==> config.mk <==
export PLATFORM = sky130hd
export DESIGN_NAME = key_beep_sched
export DESIGN_NICKNAME = d
export VERILOG_FILES = /design/src/rtl/key_beep_pkg.sv /design/src/rtl/key_rr_arbiter.sv /design/src/rtl/key_beep_sched.sv
export SDC_FILE = /design/constraint.sdc
export NUM_CORES = 1
export LEC_CHECK = 0
export CAP_MARGIN = 10
export CORE_MARGIN = 1.5
export CORE_UTILIZATION = 55
export CTS_CLUSTER_DIAMETER = 50
export DETAILED_ROUTE_END_ITERATION = 8
export PLACE_DENSITY = 0.72
export SYNTH_ARGS = -nofsm -noshare
export SYNTH_HDL_FRONTEND = slang
export SYNTH_SLANG_ARGS = --single-unit
==> constraint.sdc <==
create_clock -name sys_clk -period 3 [get_ports sys_clk]
set_input_delay 0.45 -clock sys_clk [delete_from_list [all_inputs] [get_ports sys_clk]]
set_output_delay 0.45 -clock sys_clk [all_outputs]
set_load 0.03 [all_outputs]
==> src/rtl/key_beep_pkg.sv <==
// key_beep_pkg: shared state encoding, key-index width and C4/D4/E4/F4 half-period table for the key beep sequencer
package key_beep_pkg;
    localparam int KEY_W = 2;
    typedef enum logic [1:0] {IDLE = 2'd0, BEEP = 2'd1, GAP = 2'd2} state_t;
    localparam logic [3:0][31:0] TONE_HALF = {32'd35_793, 32'd37_922, 32'd42_566, 32'd47_778};
endpackage

==> src/rtl/key_rr_arbiter.sv <==
// key_rr_arbiter: combinational 4-way round-robin (req, last in; gnt_idx, gnt_vld out), search starts one past last
module key_rr_arbiter
    import key_beep_pkg::*;
(
    input  logic [3:0]       req,
    input  logic [KEY_W-1:0] last,
    output logic [KEY_W-1:0] gnt_idx,
    output logic             gnt_vld
);
    always_comb begin
        gnt_idx = '0;
        gnt_vld = 1'b0;
        for (int i = 3; i >= 0; i--) begin
            if (req[last + KEY_W'(i + 1)]) begin
                gnt_idx = last + KEY_W'(i + 1);
                gnt_vld = 1'b1;
            end
        end
    end
endmodule

==> src/rtl/key_beep_sched.sv <==
// key_beep_sched: round-robin buzzer sequencer (sys_clk, rst, key_flag, key_value in; beep, busy, active_key, grant out); define KEY_BEEP_QUEUE_EN to queue presses while busy
module key_beep_sched
    import key_beep_pkg::*;
#(
    parameter int               NUM_KEYS    = 4,
    parameter int               BEEP_CYCLES = 10_000_000,
    parameter int               GAP_CYCLES  = 2_500_000,
    parameter int               CNT_W       = 32,
    parameter logic [3:0][31:0] TONE_TAB    = TONE_HALF
) (
    input  logic                sys_clk,
    input  logic                rst,
    input  logic [NUM_KEYS-1:0] key_flag,
    input  logic [NUM_KEYS-1:0] key_value,
    output logic                beep,
    output logic                busy,
    output logic [KEY_W-1:0]    active_key,
    output logic                grant
);
    state_t              state;
    logic [NUM_KEYS-1:0] pend;
    logic [NUM_KEYS-1:0] press;
    logic [KEY_W-1:0]    last_grant;
    logic [KEY_W-1:0]    win_idx;
    logic                win_vld;
    logic                accept;
    logic                tone_wrap;
    logic [CNT_W-1:0]    dur_cnt;
    logic [CNT_W-1:0]    gap_cnt;
    logic [CNT_W-1:0]    tone_cnt;
`ifdef KEY_BEEP_QUEUE_EN
    assign accept = 1'b1;
`else
    assign accept = state == IDLE;
`endif
    assign press     = key_flag & ~key_value & {NUM_KEYS{accept}};
    assign tone_wrap = tone_cnt == CNT_W'(TONE_TAB[active_key] - 32'd1);
    key_rr_arbiter u_arb (
        .req     (pend),
        .last    (last_grant),
        .gnt_idx (win_idx),
        .gnt_vld (win_vld)
    );
    always_ff @(posedge sys_clk) begin
        if (rst) begin
            state      <= IDLE;
            pend       <= '0;
            last_grant <= KEY_W'(3);
            active_key <= '0;
            grant      <= 1'b0;
            beep       <= 1'b0;
            busy       <= 1'b0;
            dur_cnt    <= '0;
            gap_cnt    <= '0;
            tone_cnt   <= '0;
        end else begin
            grant <= 1'b0;
            pend  <= pend | press;
            case (state)
                IDLE: begin
                    if (win_vld) begin
                        state      <= BEEP;
                        busy       <= 1'b1;
                        grant      <= 1'b1;
                        active_key <= win_idx;
                        last_grant <= win_idx;
                        pend       <= (pend & ~(NUM_KEYS'(1) << win_idx)) | press;
                        dur_cnt    <= CNT_W'(BEEP_CYCLES - 1);
                        tone_cnt   <= '0;
                        beep       <= 1'b0;
                    end
                end
                BEEP: begin
                    tone_cnt <= tone_wrap ? '0 : tone_cnt + 1'b1;
                    beep     <= dur_cnt == '0 ? 1'b0 : (tone_wrap ? ~beep : beep);
                    if (dur_cnt == '0) begin
                        state   <= GAP;
                        gap_cnt <= CNT_W'(GAP_CYCLES - 1);
                    end else begin
                        dur_cnt <= dur_cnt - 1'b1;
                    end
                end
                GAP: begin
                    if (gap_cnt == '0) begin
                        state <= IDLE;
                        busy  <= 1'b0;
                    end else begin
                        gap_cnt <= gap_cnt - 1'b1;
                    end
                end
                default: begin
                    state <= IDLE;
                    busy  <= 1'b0;
                end
            endcase
        end
    end
endmodule

==> results of run 1 <==
## cells in the mapped netlist (3+ instances only)
cell / n
nand3b_1: 7
nand2_1: 49
xnor2_1: 38
or3_1: 10
buf_2: 3
a21oi_1: 46
dfxtp_1: 109
and4_1: 3
ha_1: 8
o211ai_1: 5
and2_1: 4
nor2b_1: 3
nor3_1: 24
nand3_1: 31
or2_2: 4
or4_1: 12
o22ai_1: 3
nor4_1: 25
a211oi_1: 12
nor4b_1: 4
nand4b_1: 4
mux2i_1: 4
xor2_1: 34
and3_1: 7
clkbuf_1: 27
a31oi_1: 9
nand4_1: 15
o2111ai_1: 4
nand2b_1: 3
nor2_1: 77
inv_1: 20
or3_2: 3
nor4bb_1: 5
o21ai_0: 29
## stage by stage
stage / area [um2] / hold slack, ns / instances / worst slack (ns)
floorplan: 5498 / 0.4384 / 666 / 0.4272
global placement: 5804 / 0.4645 / 798 / 0.3408
detailed placement: 5804 / 0.4755 / 798 / 0.2413
CTS: 5997 / 0.3484 / 814 / 0.1996
global route: 6003 / 0.3767 / 814 / 0.1664
finish: 6003 / 0.3816 / 814 / 0.3689
## power groups by stage
| stage | registers (W) | logic [W] | clock network (W) |
|---|---|---|---|
| 4_1_cts | 0.00161 | 0.000740 | 0.000929 |
| 5_1_grt | 0.00163 | 0.000826 | 0.000975 |
| 3_3_place_gp | 0.00164 | 0.000723 | 0 |
| 2_1_floorplan | 0.00165 | 0.000500 | 0 |
| 3_5_place_dp | 0.00165 | 0.000737 | 0 |
| 6_report | 0.00161 | 0.000743 | 0.000895 |
## flip-flops by register name, indices dropped and copies added (netlist names)
signal,cells
active_key,2
beep,1
busy,1
dur_cnt,32
gap_cnt,32
grant,1
last_grant,2
pend,4
state,2
tone_cnt,32
## area by class of cell
| class | instances | area (um2) |
|---|---|---|
| Clock buffer | 12 | 145.1 |
| Multi-Input combinational cell | 506 | 3132 |
| Fill cell | 907 | 3726 |
| Tap cell | 133 | 166.4 |
| Sequential cell | 109 | 2182 |
| Inverter | 20 | 75.07 |
| Clock inverter | 4 | 47.55 |
| Timing Repair Buffer | 30 | 255.2 |
## repair_timing
item                                    4_1_cts  5_1_grt
endpoints found under the setup margin        0        6
resized for setup                             0        1
buffers inserted                              0        0
## per-layer routing
layer | up-vias | track usage, % | share of wire (%)
met4 | 0 | 9.459 | 1.7
met2 | 96 | 39.88 | 46
met3 | 26 | 6.780 | 4.3
met5 | - | 0 | 0
met1 | 2284 | 33.99 | 48
li1 | 2420 | - | -
## path summary, 6_finish.rpt
path                  from      endpoint  cells after the start
min reg2reg   tone_cnt[31]  tone_cnt[31]                      1
min                    rst   dur_cnt[23]                      2
max reg2reg  active_key[0]          beep                      9
max          active_key[0]          beep                      9
## worst max-delay path, stage by stage (launching register included)
cell	delay (ns)
dfxtp_1	0.47
inv_1	0.11
ha_1	0.30
nor4bb_1	0.27
o211ai_1	0.14
nor4_2	0.41
buf_4	0.22
nor2_1	0.12
or4_1	0.41
o21ai_0	0.09
## cells in the final DEF (no fill, tap or decap), types with 7 or more instances in the layout
cell type	instances
or3_1	10
dfxtp_1	109
buf_4	16
nand3b_1	7
a211oi_1	12
xor2_1	34
xnor2_1	38
o21ai_0	29
ha_1	8
nand3_1	31
clkdlybuf4s50_1	13
nand2_1	49
and3_1	7
clkbuf_8	10
nor3_1	23
nor2_1	77
inv_1	20
or4_1	12
nand4_1	15
a31oi_1	9
nor4_1	25
a21oi_1	46
## logic make-up (layout without fill, tap and decap cells)
family                   Yosys count  after routing  synth area share [%]
multiplexers                       4              4                0.7283
AO/OA/AOI/OAI                    126            126                 14.16
adder cells (fa/ha/maj)            8              8                 1.821
AND/OR/NAND/NOR                  296            296                 28.58
buffers and inverters             51             66                 3.550
flip-flops                       109            109                 39.69
XOR/XNOR                          72             72                 11.47
==> results.cfg, run 1 <==
[status]
outcome = finished clean

[setup_path]
startpoint_type = flip-flop
r2r_setup_slack_ns = 0.37
worstPathMaxFanout = 8
crit_arrival_ns = 2.95
crit_path_end_kind = flip-flop
crit_required_ns = 3.32
critPathKind = flip-flop to flip-flop

[finish]
fin_util_pct = 61.70
drive_gt1_share_pct = 6.902
antennaDiodeCount = 0
layout.nets = 694
area_growth_pct = 9.194

[grt]
overflow = 0
grt_antenna_before_repair = 0
grt_max_degree = 40
globalRouteTotalUtil_pct = 25.53
first_global_vias = 4453
grt_pass1_wl_um = 21230

[cts]
postCtsHoldBufs = 0
clockBufferDepth = 2
cts.reportedPaths.clkPinSlew_ns = 0.10
cts-root-buf = clkbuf_8
cts_tree = yes
cts_sinks = 109
htreeDepth = 3
clk_latency_ns = 0.39
numCtsBuffers = 9

[route]
firstDrtPassIters = 5
vias_per_cell = 5.929
avgRoutedWirePerCell_um = 15.46
detail-route-antenna-nets = 0
drt-initial-drc-count = 228
drc = 0
wl_um = 12580
routed-via-count = 4826

[floorplanning]
die_x_um = 103.0
rows = 36
io_pins = 15
start_util_pct = 56.51
die_area_um2 = 10600
core_um2 = 9729
fp.dieH_um = 103.0

[logic_synthesis]
netlist_top_cells_area = dfxtp_1 (40%), xnor2_1 (6.1%), xor2_1 (5.4%)
async_reset_ff_share_pct = 0
syn_avg_cell_area_um2 = 8.255
synth_seq_cells = 109
syn-instance-count = 666
synth_cell_types = 56
ys_warn_count = 0
yosysTopAreaCell = dfxtp_1
synth_edf_count = 0
synth_area_um2 = 5498
ys.flop_type = dfxtp_1
syn_nets = 684
synth_seq_area_share_pct = 39.69
synth_top_area_share_pct = 39.69

[sta]
tightest_slew_ns = 0.6332
drv_slew = 0
hold_violations = 0
fin_crit_ns = 2.631
skew_ns = 0.009502
max-slew-margin-rel_pct = 57.65
tns_ns = 0
setup_viol = 0
finalCritPeriodShare_pct = 87.70
fmax_mhz = 380.1
grt_setup_unrepaired = false

[power_and_ir_drop]
p_per_area_nw_per_um2 = 541.9
switching_share_pct = 32.02
p_sw_w = 0.001042
power.total_w = 0.003253
vdd_ir_drop_max_uv = 395.7
leakagePower_nw = 2.068
p_comb_share_pct = 22.8
p_int_w = 0.002211
p_seq_share_pct = 49.6
p_clk_share_pct = 27.5

[run]
maxCapViolCount = 0

[place]
portBuffers = 14
gp_congestion = 0.8471
dp_hpwl_um = 8773

[hold_path]
hold_class = input pin to flip-flop
Note: power is estimated with default switching activity, not from simulation.
==> run 2: changes to the inputs <==
clock period = 3.06 ns   (was 3 ns; I/O delays follow)
==> results.cfg, run 2 (synthesis results as in run 1) <==
[run]
maxCapViolCount = 0

[grt]
grt_max_degree = 26
grt_antenna_before_repair = 0
grt_pass1_wl_um = 20560
first_global_vias = 4326
overflow = 0
globalRouteTotalUtil_pct = 24.90

[place]
pre_cts_ws_ns = 0.3154
portBuffers = 14
dp_hpwl_um = 8610
gp_congestion = 0.8325

[sta]
hold_violations = 0
fin_crit_ns = 2.808
setup_viol = 0
drv_slew = 0
skew_ns = 0.008479
finalCritPeriodShare_pct = 91.76
tns_ns = 0
fmax_mhz = 356.1
grt_setup_unrepaired = false
max-slew-margin-rel_pct = 37.54
tightest_slew_ns = 0.9318
setup_slack_ns = 0.2520

[setup_path]
worstPathMaxFanout = 17
startpoint_type = flip-flop
crit_path_end_kind = flip-flop
crit_arrival_ns = 3.13
crit_required_ns = 3.38
critPathKind = flip-flop to flip-flop

[finish]
final_common_cell = dfxtp_1
fillerInstances = 904
reg.largest.list = dur_cnt (32), gap_cnt (32), tone_cnt (32)
area_growth_pct = 8.443
final_cell_mix = dfxtp_1 (109), nor2_1 (77), nand2_1 (49)
layout.nets = 691
drive_gt1_share_pct = 6.499
antennaDiodeCount = 0

[cts]
postCtsHoldBufs = 0
clockBufferDepth = 2
ctsResizeCount = 0
clk_latency_ns = 0.39
cts_setup_buffers = 0
cts_tree = yes
cts.reportedPaths.clkPinSlew_ns = 0.09
numCtsBuffers = 9
cts_sinks = 109
htreeDepth = 3
cts-root-buf = clkbuf_8

[route]
drc = 0
vias_per_cell = 5.970
drt-initial-drc-count = 231
wl_um = 12260
detail-route-antenna-nets = 0
firstDrtPassIters = 4
avgRoutedWirePerCell_um = 15.14
routed-via-count = 4836

[floorplanning]
fp.dieH_um = 103.0
start_util_pct = 56.51
core_um2 = 9729
die_x_um = 103.0
die_area_um2 = 10600
io_pins = 15
rows = 36

[hold_path]
hold_class = flip-flop to flip-flop

[power_and_ir_drop]
vdd_ir_drop_max_uv = 393.3
leakagePower_nw = 2.048
p_per_area_nw_per_um2 = 527.1

[status]
outcome = finished clean
## run 2: cell types whose count changed in the layout (fill, tap and decap cells not counted), sizes merged
cell / before / now
clkinv: 2 / 3
clkbuf: 12 / 10
buf: 17 / 14
## run 2: worst paths after layout
path | from | to | slack (ns) | depth (start not counted)
worst min register to register | gap_cnt[1] | gap_cnt[1] | 0.50 | 2
worst max-delay path | active_key[0] | tone_cnt[13] | 0.25 | 9
worst min-delay path | gap_cnt[1] | gap_cnt[1] | 0.50 | 2
worst max register to register | active_key[0] | tone_cnt[13] | 0.25 | 9
## run 2: through the flow
stage | total power, W | instances | utilization, % | hold WS, ns | instance area [um2]
after global routing | 0.003329 | 810 | 61.28 | 0.5005 | 5962
after detailed placement | 0.002318 | 795 | 59.43 | 0.4819 | 5782
after global placement | 0.002302 | 795 | 59.43 | 0.4633 | 5782
after CTS | 0.003164 | 810 | 61.28 | 0.4984 | 5962
final | 0.003142 | 810 | 61.28 | 0.5030 | 5962
after floorplan | 0.002109 | 666 | - | 0.4384 | 5498
## run 2: layout make-up
| class | count | area, um2 | share of cell area, % |
|---|---|---|---|
| multi-input combinational | 506 | 3126 | 52.42 |
| inverter | 20 | 75.07 | 1.259 |
| sequential | 109 | 2182 | 36.60 |
| timing repair buffer | 27 | 232.7 | 3.903 |
| clock inverter | 5 | 52.55 | 0.8814 |
| clock buffer | 10 | 127.6 | 2.141 |
| tap | 133 | 166.4 | 2.791 |
## run 2: power by group
part | internal (W) | leakage, nW | switching [W]
Combinational | 0.000260 | 1.07 | 0.000455
Clock | 0.000370 | 0.0919 | 0.000476
Sequential | 0.00150 | 0.885 | 0.0000840
Total | 0.00213 | 2.05 | 0.00102
## run 2: critical path, stage by stage, from the launching register on
cell,delay (ns)
dfxtp_1,0.50
inv_1,0.11
ha_1,0.33
nor4bb_1,0.15
o211ai_1,0.21
nor4_2,0.09
nor3_2,0.71
buf_4,0.35
o21ai_0,0.12
a31oi_1,0.17
## run 2: metal layers
metal	share of wire, %	global-route usage, %	vias to the layer above
met5	0	0	-
met4	1.7	7.900	0
met3	4.5	7.254	18
met2	46	39.93	107
met1	47	32.41	2287
li1	-	-	2424
